File: config.mk
export PLATFORM = sky130hd
export DESIGN_NAME = multicycle_controller
export DESIGN_NICKNAME = d
export VERILOG_FILES = /design/src/rtl/riscv_ctrl_pkg.sv /design/src/rtl/alu_op_decoder.sv /design/src/rtl/multicycle_controller.sv
export SDC_FILE = /design/constraint.sdc
export NUM_CORES = 1
export LEC_CHECK = 0
export CAP_MARGIN = 20
export CORE_MARGIN = 2
export CORE_UTILIZATION = 59
export CTS_BUF_LIST = sky130_fd_sc_hd__clkbuf_2 sky130_fd_sc_hd__clkbuf_4 sky130_fd_sc_hd__clkbuf_8
export DETAILED_ROUTE_END_ITERATION = 6
export DONT_BUFFER_PORTS = 1
export PLACE_DENSITY = 0.78
export SLEW_MARGIN = 15
export SYNTH_ARGS = -nofsm -noshare
export SYNTH_HDL_FRONTEND = slang
export SYNTH_SLANG_ARGS = --single-unit
File: constraint.sdc
create_clock -name clk -period 1.7 [get_ports clk]
set_clock_uncertainty 0.05 [all_clocks]
set_input_delay 0.17 -clock clk [delete_from_list [all_inputs] [get_ports clk]]
set_output_delay 0.17 -clock clk [all_outputs]
set_load 0.01 [all_outputs]
File: src/rtl/riscv_ctrl_pkg.sv
// rtl/riscv_ctrl_pkg.sv - shared encodings for the RV32I multi-cycle controller
package riscv_ctrl_pkg;

  // Supported major opcodes
  localparam logic [6:0] OP_R      = 7'b0110011;
  localparam logic [6:0] OP_IALU   = 7'b0010011;
  localparam logic [6:0] OP_LOAD   = 7'b0000011;
  localparam logic [6:0] OP_STORE  = 7'b0100011;
  localparam logic [6:0] OP_BRANCH = 7'b1100011;
  localparam logic [6:0] OP_JAL    = 7'b1101111;
  localparam logic [6:0] OP_LUI    = 7'b0110111;

  // func7 value that selects SUB / SRA
  localparam logic [6:0] F7_BASE = 7'b0000000;
  localparam logic [6:0] F7_ALT  = 7'b0100000;

  typedef enum logic [3:0] {
    ALU_ADD    = 4'd0,
    ALU_SUB    = 4'd1,
    ALU_SLL    = 4'd2,
    ALU_SLT    = 4'd3,
    ALU_SLTU   = 4'd4,
    ALU_XOR    = 4'd5,
    ALU_SRL    = 4'd6,
    ALU_SRA    = 4'd7,
    ALU_OR     = 4'd8,
    ALU_AND    = 4'd9,
    ALU_PASS_B = 4'd10
  } alu_op_e;

  typedef enum logic [2:0] {
    S_FETCH  = 3'd0,
    S_DECODE = 3'd1,
    S_EXEC   = 3'd2,
    S_MEM    = 3'd3,
    S_WB     = 3'd4,
    S_TRAP   = 3'd5
  } state_e;

  typedef enum logic [1:0] {
    WB_ALU = 2'd0,
    WB_MEM = 2'd1,
    WB_PC4 = 2'd2
  } wb_sel_e;

  typedef enum logic [1:0] {
    TC_NONE         = 2'd0,
    TC_ILLEGAL      = 2'd1,
    TC_DMEM_TIMEOUT = 2'd2
  } trap_cause_e;

  // func3 -> ALU operation; alt (func7[5]) turns ADD into SUB and SRL into SRA
  function automatic logic [3:0] alu_map(input logic [2:0] f3, input logic alt);
    logic [3:0] op;
    case (f3)
      3'b000:  op = alt ? ALU_SUB : ALU_ADD;
      3'b001:  op = ALU_SLL;
      3'b010:  op = ALU_SLT;
      3'b011:  op = ALU_SLTU;
      3'b100:  op = ALU_XOR;
      3'b101:  op = alt ? ALU_SRA : ALU_SRL;
      3'b110:  op = ALU_OR;
      default: op = ALU_AND;
    endcase
    return op;
  endfunction

endpackage

File: src/rtl/alu_op_decoder.sv
// rtl/alu_op_decoder.sv - opcode/func3/func7 to ALU select, operand select and legality
module alu_op_decoder
  import riscv_ctrl_pkg::*;
(
  input  logic [6:0] opcode_i,
  input  logic [2:0] func3_i,
  input  logic [6:0] func7_i,
  output logic [3:0] alu_op_o,
  output logic       alu_src_b_o,
  output logic       illegal_o
);

  logic f7_known;
  logic alt_ok;
  logic is_shift;

  // func7 must be base or alt, and alt is only meaningful for ADD/SUB and SRL/SRA
  assign f7_known = (func7_i == F7_BASE) || (func7_i == F7_ALT);
  assign alt_ok   = (func7_i != F7_ALT) || (func3_i == 3'b000) || (func3_i == 3'b101);
  assign is_shift = (func3_i == 3'b001) || (func3_i == 3'b101);

  // Per-opcode ALU select, immediate select and illegal-encoding detection
  always_comb begin
    alu_op_o    = ALU_ADD;
    alu_src_b_o = 1'b1;
    illegal_o   = 1'b0;
    case (opcode_i)
      OP_R: begin
        alu_src_b_o = 1'b0;
        alu_op_o    = alu_map(func3_i, func7_i[5]);
        illegal_o   = !(f7_known && alt_ok);
      end
      OP_IALU: begin
        // ADDI has no SUBI form: func7 bits there are part of the immediate
        alu_op_o  = (func3_i == 3'b000) ? ALU_ADD : alu_map(func3_i, func7_i[5]);
        illegal_o = is_shift && !(f7_known && alt_ok);
      end
      OP_LOAD: begin
        illegal_o = (func3_i == 3'b011) || (func3_i == 3'b110) || (func3_i == 3'b111);
      end
      OP_STORE: begin
        illegal_o = (func3_i > 3'b010);
      end
      OP_BRANCH: begin
        alu_src_b_o = 1'b0;
        alu_op_o    = ALU_SUB;
        illegal_o   = (func3_i == 3'b010) || (func3_i == 3'b011);
      end
      OP_JAL: begin
        alu_op_o = ALU_ADD;
      end
      OP_LUI: begin
        alu_op_o = ALU_PASS_B;
      end
      default: begin
        alu_src_b_o = 1'b0;
        illegal_o   = 1'b1;
      end
    endcase
  end

endmodule

File: src/rtl/multicycle_controller.sv
// rtl/multicycle_controller.sv - RV32I multi-cycle FETCH/DECODE/EXEC/MEM/WB control FSM
module multicycle_controller
  import riscv_ctrl_pkg::*;
#(
  parameter int MEM_TIMEOUT = 16
) (
  input  logic        clk,
  input  logic        rst_n,
  input  logic [6:0]  opcode,
  input  logic [2:0]  func3,
  input  logic [6:0]  func7,
  input  logic [4:0]  rd,
  input  logic        imem_ready,
  input  logic        dmem_ready,
  input  logic        branch_taken,
  output logic        imem_req,
  output logic        ir_load,
  output logic        pc_write,
  output logic        pc_src,
  output logic [3:0]  alu_op,
  output logic        alu_src_b,
  output logic        dmem_req,
  output logic        dmem_we,
  output logic        reg_write,
  output logic [1:0]  wb_sel,
  output logic        trap,
  output logic [1:0]  trap_cause,
  output logic [31:0] instret
);

  localparam int              WaitW    = $clog2(MEM_TIMEOUT + 1);
  localparam logic [WaitW-1:0] WaitLast = WaitW'(MEM_TIMEOUT - 1);

  state_e            state_q, state_d;
  logic [3:0]        alu_op_q, alu_op_d;
  logic              alu_src_b_q, alu_src_b_d;
  logic [1:0]        wb_sel_q, wb_sel_d;
  logic [1:0]        trap_cause_q, trap_cause_d;
  logic [31:0]       instret_q, instret_d;
  logic [WaitW-1:0]  wait_q, wait_d;

  logic [3:0]        dec_alu_op;
  logic              dec_alu_src_b;
  logic              dec_illegal;
  logic [1:0]        dec_wb_sel;
  logic              is_branch, is_load, is_store;

  logic              imem_req_c, ir_load_c;

  alu_op_decoder u_alu_op_decoder (
    .opcode_i    (opcode),
    .func3_i     (func3),
    .func7_i     (func7),
    .alu_op_o    (dec_alu_op),
    .alu_src_b_o (dec_alu_src_b),
    .illegal_o   (dec_illegal)
  );

  assign is_branch  = (opcode == OP_BRANCH);
  assign is_load    = (opcode == OP_LOAD);
  assign is_store   = (opcode == OP_STORE);
  assign dec_wb_sel = is_load ? WB_MEM : ((opcode == OP_JAL) ? WB_PC4 : WB_ALU);

  // Next-state, held datapath selects and per-state control outputs
  always_comb begin
    state_d      = state_q;
    alu_op_d     = alu_op_q;
    alu_src_b_d  = alu_src_b_q;
    wb_sel_d     = wb_sel_q;
    trap_cause_d = trap_cause_q;
    wait_d       = wait_q;
    instret_d    = instret_q;

    imem_req_c = 1'b0;
    ir_load_c  = 1'b0;
    pc_write   = 1'b0;
    pc_src     = 1'b0;
    dmem_req   = 1'b0;
    dmem_we    = 1'b0;
    reg_write  = 1'b0;
    alu_op     = alu_op_q;
    alu_src_b  = alu_src_b_q;
    wb_sel     = wb_sel_q;

    case (state_q)
      S_FETCH: begin
        imem_req_c = 1'b1;
        if (imem_ready) begin
          ir_load_c = 1'b1;
          state_d   = S_DECODE;
        end
      end
      S_DECODE: begin
        if (dec_illegal) begin
          state_d      = S_TRAP;
          trap_cause_d = TC_ILLEGAL;
        end else begin
          state_d = S_EXEC;
        end
      end
      S_EXEC: begin
        // Drive the decoded selects now and capture them so MEM/WB see the same values
        alu_op      = dec_alu_op;
        alu_src_b   = dec_alu_src_b;
        wb_sel      = dec_wb_sel;
        alu_op_d    = dec_alu_op;
        alu_src_b_d = dec_alu_src_b;
        wb_sel_d    = dec_wb_sel;
        if (is_branch) begin
          pc_write = 1'b1;
          pc_src   = branch_taken;
          state_d  = S_FETCH;
        end else if (is_load || is_store) begin
          state_d = S_MEM;
        end else begin
          state_d = S_WB;
        end
      end
      S_MEM: begin
        dmem_req = 1'b1;
        dmem_we  = is_store;
        if (dmem_ready) begin
          wait_d = '0;
          if (is_store) begin
            pc_write = 1'b1;
            state_d  = S_FETCH;
          end else begin
            state_d = S_WB;
          end
        end else if (wait_q == WaitLast) begin
          // Ready is still honoured in the last allowed cycle; only its absence traps
          wait_d       = '0;
          state_d      = S_TRAP;
          trap_cause_d = TC_DMEM_TIMEOUT;
        end else begin
          wait_d = wait_q + 1'b1;
        end
      end
      S_WB: begin
        reg_write = (rd != 5'd0);
        pc_write  = 1'b1;
        pc_src    = (wb_sel_q == WB_PC4);
        state_d   = S_FETCH;
      end
      S_TRAP: begin
        state_d = S_TRAP;
      end
      default: begin
        state_d = S_FETCH;
      end
    endcase

    if (pc_write) begin
      instret_d = instret_q + 32'd1;
    end
  end

  // FETCH is the reset state, so the fetch request is held off while reset is asserted
  assign imem_req   = imem_req_c & rst_n;
  assign ir_load    = ir_load_c & rst_n;
  assign trap       = (state_q == S_TRAP);
  assign trap_cause = trap_cause_q;
  assign instret    = instret_q;

  // Controller state register; reset aborts any in-flight instruction
  always_ff @(posedge clk or negedge rst_n) begin
    if (!rst_n) begin
      state_q      <= S_FETCH;
      alu_op_q     <= ALU_ADD;
      alu_src_b_q  <= 1'b0;
      wb_sel_q     <= WB_ALU;
      trap_cause_q <= TC_NONE;
      wait_q       <= '0;
      instret_q    <= 32'd0;
    end else begin
      state_q      <= state_d;
      alu_op_q     <= alu_op_d;
      alu_src_b_q  <= alu_src_b_d;
      wb_sel_q     <= wb_sel_d;
      trap_cause_q <= trap_cause_d;
      wait_q       <= wait_d;
      instret_q    <= instret_d;
    end
  end

endmodule

==> results of run 1 <==
[through the flow]
stage	utilization	TNS, ns	setup slack, ns
3_5_place_dp	0.752	-1.25	-0.129
4_1_cts	0.840	-1.71	-0.110
2_1_floorplan	-	-1.14	-0.119
3_3_place_gp	0.752	-0.247	-0.0377
[kinds of logic after synthesis]
family                     share of synthesized area
DFF                                            0.451
buffers and inverters                         0.0363
adders and majority gates                    0.00919
xor gates and xnor gates                       0.103
AOI/OAI and AO/OA                             0.0989
and+or+nand+nor                                0.298
muxes                                        0.00368
[repair_timing]
item | 4_1_cts
resized for setup | 40
endpoints found under the hold margin | 52
setup buffers | 5
cloned | 3
pin swaps | 8
endpoints found under the setup margin | 32
hold buffers | 3
==> out/qor.csv, run 1 <==
stage;metric;value;unit
outcome;status;did not finish;
outcome;stop_stage;5_1_grt;
outcome;error_line;[ERROR DPL-0033] detailed placement checks failed during check placement.;
global_routing;antenna_found_initial;0;
synthesis;synth_most_common_cell;dfrtp_1;
sta;endpoint_type;sequential cell input;
synthesis;ys_warn_count;0;
synthesis;syn_inst;281;
synthesis;synth_edf_count;0;
synthesis;syn-cell-area;2720;um^2
clock_tree;clock_sinks;49;
synthesis;synth_top_area_cell;dfrtp_1;
synthesis;ys_seq_area_frac;0.451;
clock_tree;cts_made_buffers;5;
sta;worstEndpointGrtRepair;instret[31]$_DFFE_PN0P_/D;
synthesis;synth.distinct_cells;54;
synthesis;synth-main-ff-cell;dfrtp_1;
die;start_util;0.621;
synthesis;synth_fp_nets;310;
synthesis;synth-async-reset-ratio;1.00;
synthesis;synth_top_area_frac;0.451;
global_routing;grt_start_max_net_pins;50;
placed_design;port_buffers;0;
clock_tree;max-clock-path-buffers;2;
synthesis;synth_seq_cells;49;
placed_design;gp_congestion;0.919;
clock_tree;cts_htree_levels;2;
synthesis;synth_commonest_cells;49 x dfrtp_1, 34 x nand2_1, 27 x xor2_1, 16 x nor3_1, 14 x o21ai_0;
die;io_pins;76;
synthesis;avgSynthCellArea;9.68;um^2
die;die_w;71.9;um
placed_design;place_inst;376;
placed_design;placedInstanceArea;3300;um^2
synthesis;synth_top_cells_by_area;dfrtp_1 45%, xor2_1 8.7%, nand2_1 4.7%;
die;fp.dieH;71.9;um
die;num_rows;24;
placed_design;hpwl;4.90;mm
clock_tree;clockRootBuffer;clkbuf_8;
==> inputs of run 2 (changes only) <==
--- a/config.mk
+++ b/config.mk
@@ -7,11 +7,10 @@
 export LEC_CHECK = 0
 export CAP_MARGIN = 20
 export CORE_MARGIN = 2
-export CORE_UTILIZATION = 59
-export CTS_BUF_LIST = sky130_fd_sc_hd__clkbuf_2 sky130_fd_sc_hd__clkbuf_4 sky130_fd_sc_hd__clkbuf_8
+export CORE_UTILIZATION = 40
 export DETAILED_ROUTE_END_ITERATION = 6
 export DONT_BUFFER_PORTS = 1
-export PLACE_DENSITY = 0.78
+export PLACE_DENSITY_LB_ADDON = 0.15
 export SLEW_MARGIN = 15
 export SYNTH_ARGS = -nofsm -noshare
 export SYNTH_HDL_FRONTEND = slang
==> constraint.sdc (replaced) <==
create_clock -name clk -period 2.2 [get_ports clk]
set_clock_uncertainty 0.05 [all_clocks]
set_input_delay 0.22 -clock clk [delete_from_list [all_inputs] [get_ports clk]]
set_output_delay 0.22 -clock clk [all_outputs]
set_load 0.01 [all_outputs]
==> out/qor.csv, run 2 <==
stage;metric;value;unit;change
outcome;status;complete, no violations;;was did not finish
routing;first_pass_iters;4;;
routing;vias;2118;;
global_routing;grtUsageMet3;0.0533;;
power;ir_drop;264;uV;
global_routing;grt_first_pass_wirelength;10.1;mm;
synthesis;avgSynthCellArea;9.68;um^2;unchanged
die;core;6680;um^2;
clock_tree;max-clock-path-buffers;2;;unchanged
global_routing;grt_pass1_vias;2073;;
global_routing;grtUsageMet1;0.220;;
clock_tree;insertion_delay;0.30;ns;
die;fp.dieH;86.5;um;was 71.9 um
synthesis;ys_seq_area_frac;0.451;;unchanged
synthesis;syn_inst;281;;unchanged
worst_setup_path;worst_setup_path_end_kind;output pin;;
clock_tree;cts_htree_levels;2;;unchanged
routing;antenna_left;0;;
finish;seq_area;1230;um^2;
sta;setup_viol;0;;
clock_tree;clockRootBuffer;clkbuf_8;;unchanged
synthesis;synth_commonest_cells;49 x dfrtp_1, 34 x nand2_1, 27 x xor2_1, 16 x nor3_1, 14 x o21ai_0;;unchanged
global_routing;overflow;0;;
placed_design;port_buffers;0;;unchanged
clock_tree;cts_tree;yes;;
synthesis;synth_seq_cells;49;;unchanged
clock_tree;cts_made_buffers;5;;unchanged
finish;num-fill-cells;639;;
hold_path;hp-class;input pin to flop;;
synthesis;synth_most_common_cell;dfrtp_1;;unchanged
routing;drc_errors;0;;
clock_tree;clock_sinks;49;;unchanged
routing;wl_per_cell;16.3;um;
flow_run;cap_violations;0;;
die;die_area;7480;um^2;
sta;fin_crit;2.00;ns;
die;num_rows;30;;was 24
global_routing;met2_usage;0.271;;
clock_tree;clk_pin_slew;0.08;ns;
worst_setup_path;arrival;1.73;ns;
finish;postLayoutCoreUtil;0.459;;
finish;layout_commonest_cell;dfrtp_1;;
synthesis;syn-cell-area;2720;um^2;unchanged
global_routing;grt_start_max_net_pins;50;;
synthesis;synth-async-reset-ratio;1.00;;unchanged
finish;final_cell_mix;46 x dfrtp_1, 34 x nand2_1, 27 x xor2_1;;
die;io_pins;76;;unchanged
synthesis;synth_fp_nets;310;;unchanged
worst_setup_path;path_cells;nor2b_4 -> nand2_1 -> buf_4 -> o31ai_1 -> buf_4;;
routing;drt_iter0_markers;95;;
worst_setup_path;critPathMostFrequentCell;buf_4;;
power;p_leak;1.42;nW;
placed_design;gp_congestion;0.810;;was 0.919
synthesis;synth_top_area_cell;dfrtp_1;;unchanged
synthesis;synth-main-ff-cell;dfrtp_1;;unchanged
routing;vias_per_cell;5.65;;
worst_setup_path;crit_type;flop to output pin;;
sta;finalMaxSlewViolations;0;;
finish;largest_reg_flops;32;;
die;start_util;0.407;;was 0.621
global_routing;grt_use_total;0.168;;
sta;min_period_over_period;0.908;;
finish;num-nets-final;322;;
worst_setup_path;critPathLaunchType;flop;;
finish;syn2layout_area_growth;12.6;%;
worst_setup_path;slowest_delay;0.48;ns;
routing;drt-total-wl;6.13;mm;
synthesis;synth_edf_count;0;;unchanged
worst_setup_path;crit_path_max_fanout;9;;
worst_setup_path;required;1.93;ns;
worst_setup_path;crit_slowest_cell;dfrtp_2;;
sta;relSlewSlack;0.636;;
synthesis;synth_top_area_frac;0.451;;unchanged
global_routing;antenna_found_initial;1;;
finish;multi_input_area;1410;um^2;
sta;rsz0062_at_grt;no;;
synthesis;synth.distinct_cells;54;;unchanged
placed_design;hpwl;4.19;mm;was 4.90 mm
finish;drive_gt1_frac;0.154;;
sta;worstMarginPinSlew;0.544;ns;
sta;fin_tns_setup;0;ns;
sta;final_hold_viol_count;0;;
global_routing;grt.busiest_layer;met2;;
synthesis;synth_top_cells_by_area;dfrtp_1 45%, xor2_1 8.7%, nand2_1 4.7%;;unchanged
power;power_density;568;nW/um^2;
synthesis;ys_warn_count;0;;unchanged
die;die_w;86.5;um;was 71.9 um
sta;fmax;501;MHz;
run 2: what timing repair did:
item                                    in CTS  in global routing
gates resized for setup                      3                  4
buffers inserted                             0                  0
hold buffers                                 3                  0
endpoints found under the setup margin       4                  5
endpoints found under the hold margin       51                  0
run 2: layout make-up:
cell class / instances / area share
Inverter: 9 / 0.0110
Tap cell: 80 / 0.0327
Antenna cell: 2 / 0.00163
Timing Repair Buffer: 19 / 0.0588
Clock buffer: 5 / 0.0225
Multi-Input combinational cell: 209 / 0.461
Clock inverter: 2 / 0.0114
Sequential cell: 49 / 0.401
run 2: logic make-up after synthesis:
| logic type | count (synthesis) | share of synthesized area |
|---|---|---|
| multiplexers | 1 | 0.00368 |
| flip-flops | 49 | 0.451 |
| AO/OA/AOI/OAI | 43 | 0.0989 |
| AND/OR/NAND/NOR | 131 | 0.298 |
| buffers and inverters | 23 | 0.0363 |
| XOR/XNOR | 32 | 0.103 |
| adder cells (fa/ha/maj) | 2 | 0.00919 |
run 2: where the power goes:
part,switching [W],internal (W)
clock,0.000297,0.000331
sequential,0.0000354,0.000925
combinational,0.0000846,0.0000670
run 2: per-stage QoR:
stage | instance area (um^2) | hold slack, ns | total power, W | cells | setup WS (ns)
3_3_place_gp | 2900 | -0.124 | 0.00110 | 363 | 0.274
4_1_cts | 3050 | 0.0415 | 0.00177 | 373 | 0.101
2_1_floorplan | 2720 | -0.126 | 0.00107 | 281 | 0.258
3_5_place_dp | 2900 | -0.124 | 0.00110 | 363 | 0.243
6_report | 3060 | 0.0552 | 0.00174 | 375 | 0.203
5_1_grt | 3060 | 0.0394 | 0.00184 | 373 | 0.0230
run 2: final timing paths:
check,to,slack (ns),cells after the start,start
max,alu_src_b,0.20,5,state_q[2]
min,wb_sel_q[0],0.06,1,opcode[5]
max reg2reg,instret[30],0.23,5,instret[0]
min reg2reg,alu_op_q[2],0.48,2,alu_op_q[2]
max in group asynchronous,state_q[2],1.46,2,rst_n
min in group asynchronous,instret[13],0.40,2,rst_n
run 2: worst max-delay path, delay by kind of cell (launching register included):
family / cells / cell delay, ns
buf+inv: 2 / 0.37
compound gates: 1 / 0.22
flops: 1 / 0.48
simple gates: 2 / 0.35
run 2: per-layer routing:
| layer | part of all wire | vias to the layer above |
|---|---|---|
| met5 | 0 | - |
| met2 | 0.47 | 69 |
| li1 | - | 1040 |
| met3 | 0.079 | 2 |
| met1 | 0.45 | 1007 |
| met4 | 0.0047 | 0 |
Note: power is estimated with default switching activity, not from simulation.
